<file path="src/rtl/pc_seq_pkg.sv">
// rtl/pc_seq_pkg.sv - shared decode constants and FSM type for the PC sequencer
package pc_seq_pkg;

  localparam logic [2:0] CTRL_CLASS = 3'b111;

  localparam logic [1:0] OP_BR  = 2'b00;
  localparam logic [1:0] OP_JMP = 2'b01;
  localparam logic [1:0] OP_JSB = 2'b10;
  localparam logic [1:0] OP_RET = 2'b11;

  localparam logic [1:0] COND_Z  = 2'b00;
  localparam logic [1:0] COND_NZ = 2'b01;
  localparam logic [1:0] COND_C  = 2'b10;
  localparam logic [1:0] COND_NC = 2'b11;

  typedef enum logic {
    RUN  = 1'b0,
    HALT = 1'b1
  } seq_state_e;

endpackage

</file>
<file path="src/rtl/pc_sequencer_ret_stack.sv">
// rtl/pc_sequencer_ret_stack.sv - LIFO return-address stack; only the stack pointer is reset
module ret_stack #(
  parameter  int DEPTH = 8,
  parameter  int W     = 12,
  localparam int AW    = $clog2(DEPTH),
  localparam int SP_W  = $clog2(DEPTH) + 1
) (
  input  logic            clk,
  input  logic            rst,
  input  logic            push,
  input  logic            pop,
  input  logic [W-1:0]    wdata,
  output logic [W-1:0]    rdata,
  output logic [SP_W-1:0] sp,
  output logic            full,
  output logic            empty
);

  logic [W-1:0]    mem_q [DEPTH];
  logic [SP_W-1:0] sp_q;
  logic [SP_W-1:0] sp_d;
  logic [SP_W-1:0] sp_m1;

  assign sp    = sp_q;
  assign full  = (sp_q == SP_W'(DEPTH));
  assign empty = (sp_q == '0);
  assign sp_m1 = sp_q - SP_W'(1);

  // Top of stack is visible combinationally so RET can retarget in the same cycle.
  assign rdata = mem_q[sp_m1[AW-1:0]];

  always_comb begin
    sp_d = sp_q;
    if (push && !full) begin
      sp_d = sp_q + SP_W'(1);
    end else if (pop && !empty) begin
      sp_d = sp_m1;
    end
  end

  always_ff @(posedge clk or posedge rst) begin
    if (rst) begin
      sp_q <= '0;
    end else begin
      sp_q <= sp_d;
    end
  end

  always_ff @(posedge clk) begin
    if (push && !full) begin
      mem_q[sp_q[AW-1:0]] <= wdata;
    end
  end

endmodule

</file>
<file path="src/rtl/pc_sequencer.sv">
// rtl/pc_sequencer.sv - PC register, control-flow decode, next-PC select and RUN/HALT FSM
module pc_sequencer
  import pc_seq_pkg::*;
#(
  parameter  int PC_W        = 12,
  parameter  int STACK_DEPTH = 8,
  localparam int SP_W        = $clog2(STACK_DEPTH) + 1
) (
  input  logic            clk,
  input  logic            rst,
  input  logic [18:0]     instruction,
  input  logic            pc_en,
  input  logic            c_flag,
  input  logic            z_flag,
  output logic [PC_W-1:0] pc,
  output logic            push,
  output logic            pop,
  output logic [SP_W-1:0] sp,
  output logic            stack_err,
  output logic            halted
);

  seq_state_e      state_q, state_d;
  logic [PC_W-1:0] pc_q, pc_d;
  logic            err_q;

  logic            is_ctrl, is_jsb, is_ret, taken, stack_fault;
  logic [1:0]      op, cond;
  logic [PC_W-1:0] pc_inc, br_off, target, next_pc, stk_rdata;
  logic            stk_full, stk_empty, pc_load, err_set;

  assign is_ctrl = (instruction[18:16] == CTRL_CLASS);
  assign op      = instruction[15:14];
  assign cond    = instruction[13:12];
  assign target  = instruction[PC_W-1:0];
  assign br_off  = {{(PC_W-8){instruction[7]}}, instruction[7:0]};
  assign pc_inc  = pc_q + PC_W'(1);
  assign is_jsb  = is_ctrl && (op == OP_JSB);
  assign is_ret  = is_ctrl && (op == OP_RET);

  assign stack_fault = (is_jsb && stk_full) || (is_ret && stk_empty);

  always_comb begin
    taken = 1'b0;
    case (cond)
      COND_Z:  taken = z_flag;
      COND_NZ: taken = !z_flag;
      COND_C:  taken = c_flag;
      COND_NC: taken = !c_flag;
    endcase
  end

  always_comb begin
    next_pc = pc_inc;
    if (is_ctrl) begin
      case (op)
        OP_BR:  next_pc = taken ? (pc_inc + br_off) : pc_inc;
        OP_JMP: next_pc = target;
        OP_JSB: next_pc = target;
        OP_RET: next_pc = stk_rdata;
      endcase
    end
  end

  always_ff @(posedge clk or posedge rst) begin
    if (rst) begin
      state_q <= RUN;
    end else begin
      state_q <= state_d;
    end
  end

  always_comb begin
    state_d = state_q;
    if (state_q == RUN && pc_en && stack_fault) begin
      state_d = HALT;
    end
  end

  // Strobes are gated by rst so nothing looks accepted while reset is held.
  always_comb begin
    push    = 1'b0;
    pop     = 1'b0;
    pc_load = 1'b0;
    err_set = 1'b0;
    if (!rst && state_q == RUN && pc_en) begin
      if (stack_fault) begin
        err_set = 1'b1;
      end else begin
        pc_load = 1'b1;
        push    = is_jsb;
        pop     = is_ret;
      end
    end
  end

  assign pc_d = pc_load ? next_pc : pc_q;

  always_ff @(posedge clk or posedge rst) begin
    if (rst) begin
      pc_q  <= '0;
      err_q <= 1'b0;
    end else begin
      pc_q  <= pc_d;
      err_q <= err_q | err_set;
    end
  end

  ret_stack #(
    .DEPTH (STACK_DEPTH),
    .W     (PC_W)
  ) u_ret_stack (
    .clk   (clk),
    .rst   (rst),
    .push  (push),
    .pop   (pop),
    .wdata (pc_inc),
    .rdata (stk_rdata),
    .sp    (sp),
    .full  (stk_full),
    .empty (stk_empty)
  );

  assign pc        = pc_q;
  assign stack_err = err_q;
  assign halted    = (state_q == HALT);

endmodule

</file>
<file path="config.mk">
export PLATFORM = sky130hd
export DESIGN_NAME = pc_sequencer
export DESIGN_NICKNAME = d
export VERILOG_FILES = /design/src/rtl/pc_seq_pkg.sv /design/src/rtl/pc_sequencer_ret_stack.sv /design/src/rtl/pc_sequencer.sv
export SDC_FILE = /design/constraint.sdc
export NUM_CORES = 1
export LEC_CHECK = 0
export ABC_AREA = 1
export BUFFER_PORTS_ARGS = -buffer_cell sky130_fd_sc_hd__buf_2
export CORE_MARGIN = 2
export CORE_UTILIZATION = 38
export CTS_CLUSTER_DIAMETER = 80
export DETAILED_ROUTE_END_ITERATION = 7
export PLACE_DENSITY = 0.6
export SLEW_MARGIN = 20
export SYNTH_ARGS = -nofsm -noshare
export SYNTH_HDL_FRONTEND = slang
export SYNTH_SLANG_ARGS = --single-unit
</file>
<file path="constraint.sdc">
create_clock -name clk -period 3.3 [get_ports clk]
set_clock_uncertainty 0.05 [all_clocks]
set_input_delay 0.33 -clock clk [delete_from_list [all_inputs] [get_ports clk]]
set_output_delay 0.33 -clock clk [all_outputs]
set_load 0.02 [all_outputs]
</file>
# Word-level counts from Yosys, hierarchy flattened
# Memory sizes are Yosys's and may differ from the RTL's.
# Cells that the tools add are included.
# totals
regBits	18
ramBits	96
inputBits	24
out_inout_bits	20
elab_cells	56
memories	1
# memory_table
name	depth	width	read_ports	rd_clocked_by_memory_dff	wr	line_no	rtl
u_ret_stack.mem_q	8	12	1	0	1	pc_sequencer_ret_stack.sv:19	logic [W-1:0] mem_q [DEPTH];
# classes
addsub	4
n_eq_ne	8
muxes	16
n_bitwise	2
reduce_logical	21
# op_table
op	count
case mux 12 bit (3 select lines)	1
2-to-1 mux 12 bit	2
adder 12 x 1 -> 12 bit (second input constant)	1
adder 12 bit	1
logical AND 1 bit	10
2-to-1 mux 1 bit	10
equality test 2 bit (second input constant)	4
2-to-1 mux 4 bit	2
zero test 1 bit	5
adder 4 x 1 -> 4 bit (second input constant)	1
equality test 2 x 1 -> 1 bit (second input constant)	2
equality test 4 bit (second input constant)	1
zero test 2 bit	2
zero test 4 bit	1
case mux 1 bit (4 select lines)	1
subtractor 4 x 1 -> 4 bit (second input constant)	1
equality test 3 bit (second input constant)	1
nonzero test 2 bit	1
OR reduction 2 bit	1
logical OR 1 bit	1
NOT 1 bit	1
OR 1 bit	1

# Logic depth before layout (Yosys ltp)
# Gate-level depths: netlist of the first run.
# depth
ltp_word	9
ltp_mapped	20
ltp_nobuf	20

# Hierarchy
# A second synthesis of the first run with hierarchy kept.
# unflattened
hier_cells	644
area_unflattened_um2	6042.0
# by_module_without_submodules
mod	instances	cells_per_inst	area_per_inst_um2	seq_area_each_um2
ret_stack	1	350	4132.7	2982.9
pc_sequencer	1	294	1909.3	350.3

# Least setup slack after synthesis of the first run
# No wires, ideal clock.
# synth_timing
kind	flip-flop to flip-flop
from	register u_ret_stack.sp_q[0], in the netlist u_ret_stack.sp[0]
to	memory u_ret_stack.mem_q[1][0], enable pin
setup_ps	396
arrival_ps	2585
required_time_ps	2854
path_slack_ps	269
path_stages_with_launch	12
path_buffers	2
period_less_slack_ps	3031
cell_sequence	dfrtp_1 -> buf_4 -> inv_2 -> buf_2 -> ha_1 -> nand4_1 -> nand2_2 -> nor2_4 -> nand2_4 -> inv_2 -> nand2_1 -> nor3_1
# synth_via
elab_chain_len	8
word_cells_on_any_way	11
cone_classes	eq/ne (1); mux (4); reduce/logical (6)
# synth_lines
item	line_no	rtl
start, declared	pc_sequencer_ret_stack.sv:20	logic [SP_W-1:0] sp_q;
start signal, assigned	pc_sequencer_ret_stack.sv:45	sp_q <= sp_d;
equality test 4 bit / zero test 4 bit (equally long branches)	pc_sequencer_ret_stack.sv:25, pc_sequencer_ret_stack.sv:26	
logical AND 1 bit	pc_sequencer.sv:41	assign stack_fault = (is_jsb && stk_full) || (is_ret && stk_empty);
logical OR 1 bit (*)	pc_sequencer.sv:41	
2-to-1 mux 1 bit (*)	pc_sequencer.sv:87	if (stack_fault) begin
2-to-1 mux 1 bit (*)	pc_sequencer.sv:86	if (!rst && state_q == RUN && pc_en) begin
net push	pc_sequencer.sv:16	output logic push,
logical AND 1 bit (*)	pc_sequencer_ret_stack.sv:50	if (push && !full) begin
2-to-1 mux 1 bit (*)	pc_sequencer_ret_stack.sv:50	
2-to-1 mux 1 bit (not written as such) (*)	pc_sequencer_ret_stack.sv:51	mem_q[sp_q[AW-1:0]] <= wdata;
end, declared	pc_sequencer_ret_stack.sv:19	
# Mark *: on every way through the listed nets, which the timed path passes. The rest lies on a longest branch.

# Final worst setup path of the first run
# layout_timing
from	register pc_q[1], in the netlist pc[1]
to	register pc_q[11], in the netlist pc[11]
# layout_via
elab_chain_len	5
# layout_lines
item	line_no	rtl
start, declared	pc_sequencer.sv:24	logic [PC_W-1:0] pc_q, pc_d;
start signal, assigned	pc_sequencer.sv:104	pc_q <= pc_d;
adder 12 x 1 -> 12 bit	pc_sequencer.sv:37	assign pc_inc = pc_q + PC_W'(1);
net pc_inc[8]	pc_sequencer.sv:29	logic [PC_W-1:0] pc_inc, br_off, target, next_pc, stk_rdata;
adder 12 bit	pc_sequencer.sv:57	OP_BR: next_pc = taken ? (pc_inc + br_off) : pc_inc;
2-to-1 mux 12 bit	pc_sequencer.sv:57	
case mux 12 bit (3 select lines)	pc_sequencer.sv:56	case (op)
2-to-1 mux 12 bit	pc_sequencer.sv:55	if (is_ctrl) begin
# The timed path passes the listed nets, and every way through them passes these cells.
# A chain may end at the register's enable or synchronous reset.

==> results.txt, run 1 <==
----------------------------------------------------
[Outcome]
  Status ... completed

[Finish]
  Number of antenna repair diodes ... 0
  Final Non-Filler Cells ... just under 900
  Footprint of the multi-input gates ... about 2300 µm²
  Final core area utilization ... 0.461
  Final Net Count ... around 710
  Synthesis-to-finish area growth ... 18.1%
  Register area ... roughly 3300 µm²
  Number of fillers in the final layout ... approximately 1400
  Layout cells sized above 1 ... 0.166

[Placed design]
  Post-DP HPWL ... 10.7 mm
  Placer's final routability congestion estimate ... approximately 0.94
  Port bufs ... 43
  Cell Count Post-Placement ... 858

[Clocking]
  Clock sinks ... 114
  Post-CTS Setup Repair Bufs ... 0
  Number of buffers inserted by hold repair at cts ... 0
  H-tree depth ... 4
  Largest buffer count on any clock path ... 2
  CTS root buffer ... sky130_fd_sc_hd__clkbuf_16
  Later-pin clock latency in the skew report ... roughly 0.41 ns
  Quantity of gates resized following cts ... 0
  Clock tree from TritonCTS ... yes
  CTS buffer count ... 17
  Clk slew on worst S/H paths ... 0.06 ns

[Setup path]
  Crit path capture type ... flop
  Crit path launch type ... flop
  Arrival time of the worst setup path ... 3.29 ns
  Critical path cell sequence ... ha_1 -> nand4_1 -> nor2_2 -> inv_1 -> o21ai_0 -> nand2_1 -> inv_1 -> ha_1 -> nand2_1 -> nand2_1 -> a21oi_1 -> nand4_1 -> nand3_1 -> nand2_1 -> nand3_1 -> nand3_1 -> nand2_1 -> nand2_1
  Data required time at the worst endpoint ... 3.55 ns
  CP dominant cell by count ... sky130_fd_sc_hd__nand2_1
  Classification of the worst setup path ... flop to flop
  Maximum fanout along the worst path ... 9
  Critical Path Max Stage Delay ... ~0.4 ns
  Cell at the slowest stage of the critical path ... sky130_fd_sc_hd__dfrtp_1

[Hold path]
  Classification of the worst-slack hold path ... input port to async pin

[Routing]
  Avg Vias per Cell ... 5.29
  Routed vias ... 4704
  Remaining antenna violation count after routing ... 0
  Initial DRT Pass Iterations ... 7
  DRC violation total after the first TritonRoute iteration ... 413
  Total Routed Length ... 15.9 mm
  WL per Instance ... 17.9 µm
  Remaining routing DRC violations ... 0

[Yosys]
  Async S/R FF share, synth ... 0.158
  Main flop type after synthesis ... sky130_fd_sc_hd__edfxtp_1
  Most frequent cells after synthesis ... sky130_fd_sc_hd__nand2_1 (111), sky130_fd_sc_hd__edfxtp_1 (96), sky130_fd_sc_hd__nor2_1 (73)
  Fraction of synthesized cell area taken by the top area cell type ... 0.484
  Post-synthesis sequential area ratio ... 0.559
  Post-Synthesis Net Count ... around 660
  Library cell occupying the most area in the post-synthesis netlist ... sky130_fd_sc_hd__edfxtp_1
  Warning count from the yosys run ... 0
  Mean post-synth cell area ... between 9 and 10 µm²
  Count of flip-flops with a built-in enable after synthesis ... 96
  Most frequent cell after synthesis ... sky130_fd_sc_hd__nand2_1
  Number of distinct standard cells referenced by the synthesized netlist ... 40
  Mapped Area ... a little under 6000 µm²
  Synth Register Bits ... approximately 110
  Top post-synthesis cells by area ... sky130_fd_sc_hd__edfxtp_1 (48%), sky130_fd_sc_hd__dfrtp_1 (7.6%), sky130_fd_sc_hd__nand2_1 (7.0%)
  Cell count after synthesis ... 613

[Global route]
  Total routing usage reported by global routing ... 0.199
  Largest net degree at the start of global routing ... 54
  Vias in the first global route ... 4410
  Highest-utilization routing layer at the global route stage ... met2
  Aggregate global routing overflow ... 0
  Global-route track usage on met1 ... 0.264
  Antenna violations before repair ... 0
  Met2 Usage GRT ... 0.309
  Met3 Track Usage GR ... 0.0524
  Global-route wire length before repair ... about 25 mm

[STA]
  Final worst path period share ... 0.922
  Peak Freq ... 329 MHz
  Unrepaired setup endpoints after global routing ... no
  Hold_ws ... ~0.019 ns
  Pins over their slew limit ... 0
  Final count of hold timing violations ... 0
  Setup total negative slack ... 0 ns
  Pin slew with the least headroom to its limit ... 0.795 ns
  Min Clock Period, post-route ... 3.04 ns
  Final setup violation count ... 0
  Relative slew slack ... 0.468

[Floorplanning]
  Standard cell core area ... 15300 µm²
  Area enclosed by the die boundary ... between 15000 and 20000 µm²
  Starting utilization of the core area ... 0.391
  Number of placement rows ... 45
  Count of boundary I/O pins ... 44
  Overall die width ... 129 µm
  Die Y ... ~130 µm

[Power]
  Total power after layout ... 6240 µW
  Sequential share of power ... 0.307
  Net Sw Frac ... 0.394
  Internal power consumption ... 3790 µW
  Cell Pwr Density ... 887 nW/µm²
  Part of the power in combinational logic ... 0.397
  Part of the total power dissipated in the clock network ... 0.295
  Switching power of the nets ... 2460 µW
  Leakage power figure ... 0.00287 µW
  Worst IR drop on VDD ... 426 µV

[Flow run]
  Number of max-cap violations ... 0

----------------------------------------------------
==> routing by layer <==
metal	vias to the layer above	share of wire
met5	-	0
met4	0	0.026
met3	32	0.088
met2	214	0.47
met1	2217	0.41
li1	2241	-
==> per-stage QoR <==
step           worst slack (ns)  cell area (µm²)
2_1_floorplan             0.269             5960
6_report                  0.257             7040
4_1_cts                   0.328             7040
5_1_grt                  0.0400             7040
3_3_place_gp              0.414             6420
3_5_place_dp              0.331             6420
==> sequential cells by signal (all words and copies together) (netlist names) <==
| name | cells |
|---|---|
| u_ret_stack.mem_q | 96 |
| pc | 12 |
| u_ret_stack.sp | 4 |
| halted | 1 |
| stack_err | 1 |
==> power groups by stage <==
stage	sequential (µW)	combinational (µW)	clock, µW
2_1_floorplan	1990	1690	0
3_3_place_gp	1930	2420	0
3_5_place_dp	1940	2460	0
4_1_cts	1910	2480	1870
5_1_grt	1930	2770	1930
6_report	1920	2480	1840
==> cell type report <==
type / instances / area share
clock buffers: 26 / 0.0786
clock inverters: 6 / 0.00871
inverters: 56 / 0.0299
multi-input cells: 417 / 0.323
flip-flops and latches: 114 / 0.474
well taps: 211 / 0.0375
repair buffers: 60 / 0.0487
==> placed cells by master (no fill, tap or decap), types with 5 or more instances in the layout <==
master and count:
sky130_fd_sc_hd__edfxtp_1 96, sky130_fd_sc_hd__dfrtp_1 18, sky130_fd_sc_hd__o21ai_0 67, sky130_fd_sc_hd__a21oi_1 29
sky130_fd_sc_hd__nand3_1 32, sky130_fd_sc_hd__xor2_1 9, sky130_fd_sc_hd__nor2_1 73, sky130_fd_sc_hd__inv_2 5
sky130_fd_sc_hd__o221ai_1 10, sky130_fd_sc_hd__nor3_2 6, sky130_fd_sc_hd__o211ai_1 13, sky130_fd_sc_hd__o22ai_1 5
sky130_fd_sc_hd__nand2_1 111, sky130_fd_sc_hd__nand4_1 7, sky130_fd_sc_hd__o21ai_1 8, sky130_fd_sc_hd__buf_2 43
sky130_fd_sc_hd__clkbuf_16 20, sky130_fd_sc_hd__ha_1 21, sky130_fd_sc_hd__buf_4 17, sky130_fd_sc_hd__inv_1 51
==> kinds of logic (layout without fill, tap and decap cells) <==
family / Yosys count / in the layout / share of synthesized area
simple gates: 244 / 244 / 0.176
compound gates: 141 / 141 / 0.137
flops: 114 / 114 / 0.559
buf+inv: 82 / 148 / 0.0645
fa+ha+maj: 22 / 22 / 0.0474
xor+xnor: 10 / 10 / 0.0160
==> worst max-delay path: cells and delay by family (launching register included) <==
family	cells	cell delay, ns
DFF	1	0.40
buffers and inverters	2	0.36
and+or+nand+nor	12	1.21
adders and majority gates	2	0.60
AOI/OAI and AO/OA	2	0.32
==> path summary, 6_finish.rpt <==
kind                                start         to  slack (ns)  depth (start not counted)
worst min-delay path                  rst  stack_err        0.02                          2
max in group asynchronous             rst      pc[8]        2.69                          2
min in group clk                    pc_en     halted        0.15                          3
worst max register to register      pc[1]     pc[11]        0.26                         18
worst max-delay path                pc[1]     pc[11]        0.26                         18
worst min register to register  stack_err  stack_err        0.44                          1
Power figures use the tool's default switching activity.
==> inputs of run 2 (changes only) <==
--- a/config.mk
+++ b/config.mk
@@ -6,7 +6,7 @@
 export NUM_CORES = 1
 export LEC_CHECK = 0
 export ABC_AREA = 1
-export BUFFER_PORTS_ARGS = -buffer_cell sky130_fd_sc_hd__buf_2
+export BUFFER_PORTS_ARGS = -buffer_cell sky130_fd_sc_hd__buf_4
 export CORE_MARGIN = 2
 export CORE_UTILIZATION = 38
 export CTS_CLUSTER_DIAMETER = 80
==> results.txt, run 2 (same netlist as run 1, synthesis figures left out) <==
----------------------------------------------------
[STA]
  Hold_ws ... 0.0484 ns (+0.0292 ns)
  Relative slew slack ... 0.443 (-0.0249)
  Peak Freq ... 332 MHz (+1.0%)
  Setup total negative slack ... 0 ns (unchanged)
  Final setup violation count ... 0 (unchanged)
  Pins over their slew limit ... 0 (unchanged)
  Unrepaired setup endpoints after global routing ... no
  Final worst path period share ... 0.913 (-0.00914)
  Final count of hold timing violations ... 0 (unchanged)
  Min Clock Period, post-route ... 3.01 ns (-0.0302 ns)
  Pin slew with the least headroom to its limit ... 0.834 ns (+0.0391 ns)

[Finish]
  Number of fillers in the final layout ... 1407 (-0.78%)
  Synthesis-to-finish area growth ... 19.5%
  Footprint of the multi-input gates ... 2270 µm² (unchanged)
  Number of antenna repair diodes ... 0 (unchanged)
  Leading cell type in the layout, fill and taps excluded ... sky130_fd_sc_hd__nand2_1
  Commonest non-fill, non-tap cells in the layout ... sky130_fd_sc_hd__nand2_1 (111), sky130_fd_sc_hd__edfxtp_1 (96), sky130_fd_sc_hd__nor2_1 (73)
  Register area ... 3330 µm² (unchanged)
  Number of flip-flops in the largest register ... 96 (unchanged)
  Final Net Count ... 711 (-0.14%)
  Layout cells sized above 1 ... 0.164 (-0.00246)

[Clocking]
  Clock tree from TritonCTS ... yes
  Number of buffers inserted by hold repair at cts ... 0 (unchanged)
  Quantity of gates resized following cts ... 0 (unchanged)
  H-tree depth ... 4 (unchanged)
  CTS root buffer ... sky130_fd_sc_hd__clkbuf_16
  Clk slew on worst S/H paths ... 0.05 ns (about the same)
  Post-CTS Setup Repair Bufs ... 0 (unchanged)
  CTS buffer count ... 17 (unchanged)
  Largest buffer count on any clock path ... 2 (unchanged)
  Clock sinks ... 114 (unchanged)
  Later-pin clock latency in the skew report ... 0.40 ns (about the same)

[Setup path]
  Worst path top cell family by delay ... simple AND/OR/NAND/NOR gates
  Crit path launch type ... flop
  Cell at the slowest stage of the critical path ... sky130_fd_sc_hd__dfrtp_1
  Critical path buffers and inverters ... 2 (unchanged)
  Critical Path Max Stage Delay ... 0.40 ns (about the same)
  CP dominant cell by count ... sky130_fd_sc_hd__nand2_1
  Classification of the worst setup path ... flop to flop
  Critical path cell sequence ... ha_1 -> nand4_1 -> nor2_2 -> inv_1 -> o21ai_0 -> nand2_1 -> inv_1 -> ha_1 -> nand2_1 -> nand2_1 -> a21oi_1 -> nand4_1 -> nand3_1 -> nand2_1 -> nand3_1 -> nand3_1 -> nand2_1 -> nand2_1
  Data required time at the worst endpoint ... 3.54 ns (about the same)
  Maximum fanout along the worst path ... 9 (unchanged)
  Arrival time of the worst setup path ... 3.25 ns (-0.04 ns)
  Crit path capture type ... flop

[Floorplanning]
  Overall die width ... 129 µm (unchanged)
  Standard cell core area ... 15300 µm² (unchanged)
  Number of placement rows ... 45 (unchanged)
  Starting utilization of the core area ... 0.391 (unchanged)
  Count of boundary I/O pins ... 44 (unchanged)
  Die Y ... 129 µm (unchanged)
  Area enclosed by the die boundary ... 16700 µm² (unchanged)

[Flow run]
  Number of max-cap violations ... 0 (unchanged)

[Power]
  Switching power of the nets ... 2440 µW (-0.78%)
  Leakage power figure ... 0.00288 µW (+0.42%)
  Worst IR drop on VDD ... 495 µV (+16%)
  Net Sw Frac ... 0.388 (-0.00522)
  Cell Pwr Density ... 882 nW/µm² (-0.63%)
  Part of the power in combinational logic ... 0.399 (+0.002)
  Part of the total power dissipated in the clock network ... 0.296 (about the same)
  Sequential share of power ... 0.306 (about the same)
  Internal power consumption ... 3840 µW (+1.4%)

[Routing]
  Routed vias ... 4659 (-0.96%)
  WL per Instance ... 18.0 µm (+0.45%)
  DRC violation total after the first TritonRoute iteration ... 386 (-6.5%)
  Remaining antenna violation count after routing ... 0 (unchanged)
  Initial DRT Pass Iterations ... 5 (-2)
  Remaining routing DRC violations ... 0 (unchanged)
  Avg Vias per Cell ... 5.25 (-0.73%)
  Total Routed Length ... 16.0 mm (+0.23%)

[Global route]
  Aggregate global routing overflow ... 0 (unchanged)
  Vias in the first global route ... 4546 (+3.1%)
  Antenna violations before repair ... 0 (unchanged)
  Largest net degree at the start of global routing ... 54 (unchanged)
  Total routing usage reported by global routing ... 0.200 (+0.000744)
  Global-route wire length before repair ... 25.0 mm (+0.92%)

[Placed design]
  Port bufs ... 43 (unchanged)
  Placer's final routability congestion estimate ... 0.891 (-4.9%)
  Post-DP HPWL ... 10.5 mm (-1.5%)

[Hold path]
  Classification of the worst-slack hold path ... input port to async pin

[Outcome]
  Status ... completed

----------------------------------------------------
run 2: cell types whose count changed in the layout (fill, tap and decap cells not counted), sizes merged:
cell	previous run	this run
clkinvlp	0	1
bufinv	1	4
clkbuf	26	19
inv	58	56
clkinv	3	7
buf	60	59
run 2: layer usage:
layer | track usage | vias up | part of all wire
met1 | 0.275 | 2235 | 0.44
met3 | 0.0454 | 24 | 0.069
met4 | 0.0742 | 0 | 0.014
met5 | 0 | - | 0
li1 | - | 2232 | -
met2 | 0.310 | 168 | 0.48
run 2: cell type report:
type / count / share of cell area
sequential: 114 / 0.468
timing repair buffer: 59 / 0.0622
clock buffer: 19 / 0.0608
tap: 211 / 0.0371
clock inverter: 12 / 0.0232
inverter: 56 / 0.0295
multi-input combinational: 417 / 0.319
run 2: worst paths after layout:
kind                       startpoint         to  slack [ns]  depth (start not counted)
max reg2reg                     pc[1]     pc[11]        0.29                         18
min                               rst     halted        0.05                          2
min reg2reg                 stack_err  stack_err        0.45                          1
max                             pc[1]     pc[11]        0.29                         18
min in group clk                pc_en     halted        0.16                          3
max in group asynchronous         rst      pc[3]        2.64                          2
run 2: power by group through the flow:
stage / Clock (µW) / Sequential [µW] / Combinational (µW)
2_1_floorplan: 0 / 1990 / 1690
3_3_place_gp: 0 / 1940 / 2440
3_5_place_dp: 0 / 1940 / 2480
4_1_cts: 1880 / 1920 / 2500
5_1_grt: 1940 / 1930 / 2790
6_report: 1860 / 1920 / 2500
run 2: metrics by stage:
step / std cells / area (µm²) / total power (µW) / utilization / setup WS (ns)
5_1_grt: 888 / 7120 / 6670 / 0.467 / 0.0187
3_5_place_dp: 857 / 6520 / 4420 / 0.427 / 0.366
3_3_place_gp: 857 / 6520 / 4380 / 0.427 / 0.443
6_report: 888 / 7120 / 6280 / 0.467 / 0.287
2_1_floorplan: 613 / 5960 / 3680 / - / 0.269
4_1_cts: 888 / 7120 / 6300 / 0.467 / 0.346
==> inputs of run 3 (changes only) <==
==> constraint.sdc (replaced) <==
create_clock -name clk -period 3.3 [get_ports clk]
set_clock_uncertainty 0.05 [all_clocks]
set_input_delay 0.33 -clock clk [delete_from_list [all_inputs] [get_ports clk]]
set_output_delay 0.33 -clock clk [all_outputs]
set_load 0.1 [all_outputs]
==> results.txt, run 3 (same netlist as run 1, synthesis figures left out) <==
----------------------------------------------------
[STA]
  Pins over their slew limit ... 0 (unchanged)
  Final setup violation count ... 0 (unchanged)
  Setup slack after layout ... 0.337 ns (+0.0501 ns)
  Relative slew slack ... 0.352 (-0.0917)
  Unrepaired setup endpoints after global routing ... no
  Final worst path period share ... 0.898 (-0.0152)
  Final count of hold timing violations ... 0 (unchanged)
  Setup total negative slack ... 0 ns (unchanged)
  Peak Freq ... 338 MHz (+1.7%)
  Pin slew with the least headroom to its limit ... 0.968 ns (+0.134 ns)
  Hold_ws ... 0.0144 ns (-0.0340 ns)
  Min Clock Period, post-route ... 2.96 ns (-0.0501 ns)

[Placed design]
  Placer's final routability congestion estimate ... 0.873 (-2.1%)
  Port bufs ... 43 (unchanged)
  Pre-CTS WS ... 0.300 ns (-0.0664 ns)
  Post-DP HPWL ... 10.9 mm (+4.0%)
  Cell Count Post-Placement ... 857 (unchanged)

[Routing]
  Avg Vias per Cell ... 5.31 (+1.1%)
  DRC violation total after the first TritonRoute iteration ... 439 (+14%)
  Remaining routing DRC violations ... 0 (unchanged)
  Remaining antenna violation count after routing ... 0 (unchanged)
  WL per Instance ... 18.5 µm (+2.8%)
  Total Routed Length ... 16.4 mm (+2.9%)
  Routed vias ... 4717 (+1.2%)
  Initial DRT Pass Iterations ... 5 (unchanged)

[Finish]
  Layout cells sized above 1 ... 0.174 (+0.0101)
  Final Non-Filler Cells ... 889 (+0.11%)
  Leading cell type in the layout, fill and taps excluded ... sky130_fd_sc_hd__nand2_1
  Number of fillers in the final layout ... 1438 (+2.2%)
  Synthesis-to-finish area growth ... 19.3%
  Register area ... 3340 µm² (+0.15%)
  Commonest non-fill, non-tap cells in the layout ... sky130_fd_sc_hd__nand2_1 (111), sky130_fd_sc_hd__edfxtp_1 (96), sky130_fd_sc_hd__nor2_1 (73)
  Number of flip-flops in the largest register ... 96 (unchanged)
  Final Net Count ... 711 (unchanged)
  Number of antenna repair diodes ... 0 (unchanged)
  Footprint of the multi-input gates ... 2280 µm² (+0.33%)

[Clocking]
  Clock tree from TritonCTS ... yes
  Clk slew on worst S/H paths ... 0.05 ns (about the same)
  H-tree depth ... 4 (unchanged)
  CTS buffer count ... 17 (unchanged)
  Number of buffers inserted by hold repair at cts ... 0 (unchanged)
  Later-pin clock latency in the skew report ... 0.42 ns (+0.02 ns)
  Post-CTS Setup Repair Bufs ... 0 (unchanged)
  Quantity of gates resized following cts ... 0 (unchanged)
  Clock sinks ... 114 (unchanged)
  Largest buffer count on any clock path ... 2 (unchanged)
  CTS root buffer ... sky130_fd_sc_hd__clkbuf_16

[Flow run]
  Number of max-cap violations ... 0 (unchanged)

[Power]
  Total power after layout ... 6720 µW (+7.0%)
  Leakage power figure ... 0.00286 µW (-0.70%)
  Worst IR drop on VDD ... 475 µV (-4.0%)
  Cell Pwr Density ... 945 nW/µm² (+7.2%)

[Global route]
  Global-route wire length before repair ... 25.8 mm (+3.1%)
  Total routing usage reported by global routing ... 0.209 (+0.00942)
  Antenna violations before repair ... 0 (unchanged)
  Vias in the first global route ... 4696 (+3.3%)
  Largest net degree at the start of global routing ... 54 (unchanged)
  Aggregate global routing overflow ... 0 (unchanged)

[Floorplanning]
  Standard cell core area ... 15300 µm² (unchanged)
  Die Y ... 129 µm (unchanged)
  Count of boundary I/O pins ... 44 (unchanged)
  Overall die width ... 129 µm (unchanged)
  Starting utilization of the core area ... 0.391 (unchanged)
  Number of placement rows ... 45 (unchanged)
  Area enclosed by the die boundary ... 16700 µm² (unchanged)

[Setup path]
  Critical path cell sequence ... inv_1 -> nor2_4 -> nand3_1 -> xor2_1 -> inv_1 -> ha_1 -> nand2_1 -> inv_1 -> nand2_1 -> nand2_1 -> a21oi_1 -> inv_1 -> or2_0 -> nand3_1 -> nand2_1 -> nand2_1 -> a2bb2oi_1
  Classification of the worst setup path ... flop to flop
  Worst Reg-to-Reg Cells ... 17 (-1)
  Maximum fanout along the worst path ... 14 (+5)
  Data required time at the worst endpoint ... 3.55 ns (about the same)
  Arrival time of the worst setup path ... 3.22 ns (-0.03 ns)
  Critical Path Max Stage Delay ... 0.41 ns (about the same)
  Cell at the slowest stage of the critical path ... sky130_fd_sc_hd__dfrtp_2
  CP dominant cell by count ... sky130_fd_sc_hd__nand2_1
  Crit path capture type ... flop
  Crit path launch type ... flop

[Outcome]
  Status ... completed

[Hold path]
  Classification of the worst-slack hold path ... input port to async pin

----------------------------------------------------
==> run 3: cell types whose count changed in the layout (fill, tap and decap cells not counted), sizes merged <==
cell,change
bufinv,-1
clkinvlp,+1
clkinv,+1
==> run 3: per-stage QoR <==
stage,utilization,cell area [µm²]
3_3_place_gp,0.428,6530
6_report,0.466,7110
3_5_place_dp,0.428,6530
4_1_cts,0.466,7100
5_1_grt,0.466,7110
2_1_floorplan,-,5990
==> run 3: where the power goes <==
part           internal (µW)  switching [µW]
Sequential              1810             121
Combinational            809            2190
Clock                   1170             626
Total                   3780            2940
==> run 3: worst paths after layout <==
check	slack [ns]	from	end
setup / recovery	0.34	pc[0]	pc[7]
hold / removal	0.01	rst	stack_err
setup reg to reg	0.34	pc[0]	pc[7]
hold reg to reg	0.45	stack_err	stack_err
max in group asynchronous	2.65	rst	u_ret_stack.sp[1]
min in group clk	0.14	pc_en	halted
==> run 3: cell type report <==
cell class              count  area share
inverters                  56      0.0296
well taps                 211      0.0371
repair buffers             59      0.0623
clock inverters            13      0.0201
flip-flops and latches    114       0.469
multi-input cells         417       0.321
clock buffers              19      0.0609
==> run 3: routing by layer <==
layer,part of all wire,wire (µm),GRT usage
met1,0.43,7150,0.271
met2,0.47,7770,0.335
met3,0.064,1050,0.0483
met4,0.029,476,0.0972
met5,0,0,0
==> run 3: worst max-delay path: cells and delay by family (launching register included) <==
family / cells / cell delay [ns]
AO/OA/AOI/OAI: 2 / 0.30
flip-flops: 1 / 0.41
XOR/XNOR: 1 / 0.22
AND/OR/NAND/NOR: 9 / 0.81
adder cells (fa/ha/maj): 1 / 0.36
buffers and inverters: 4 / 0.68
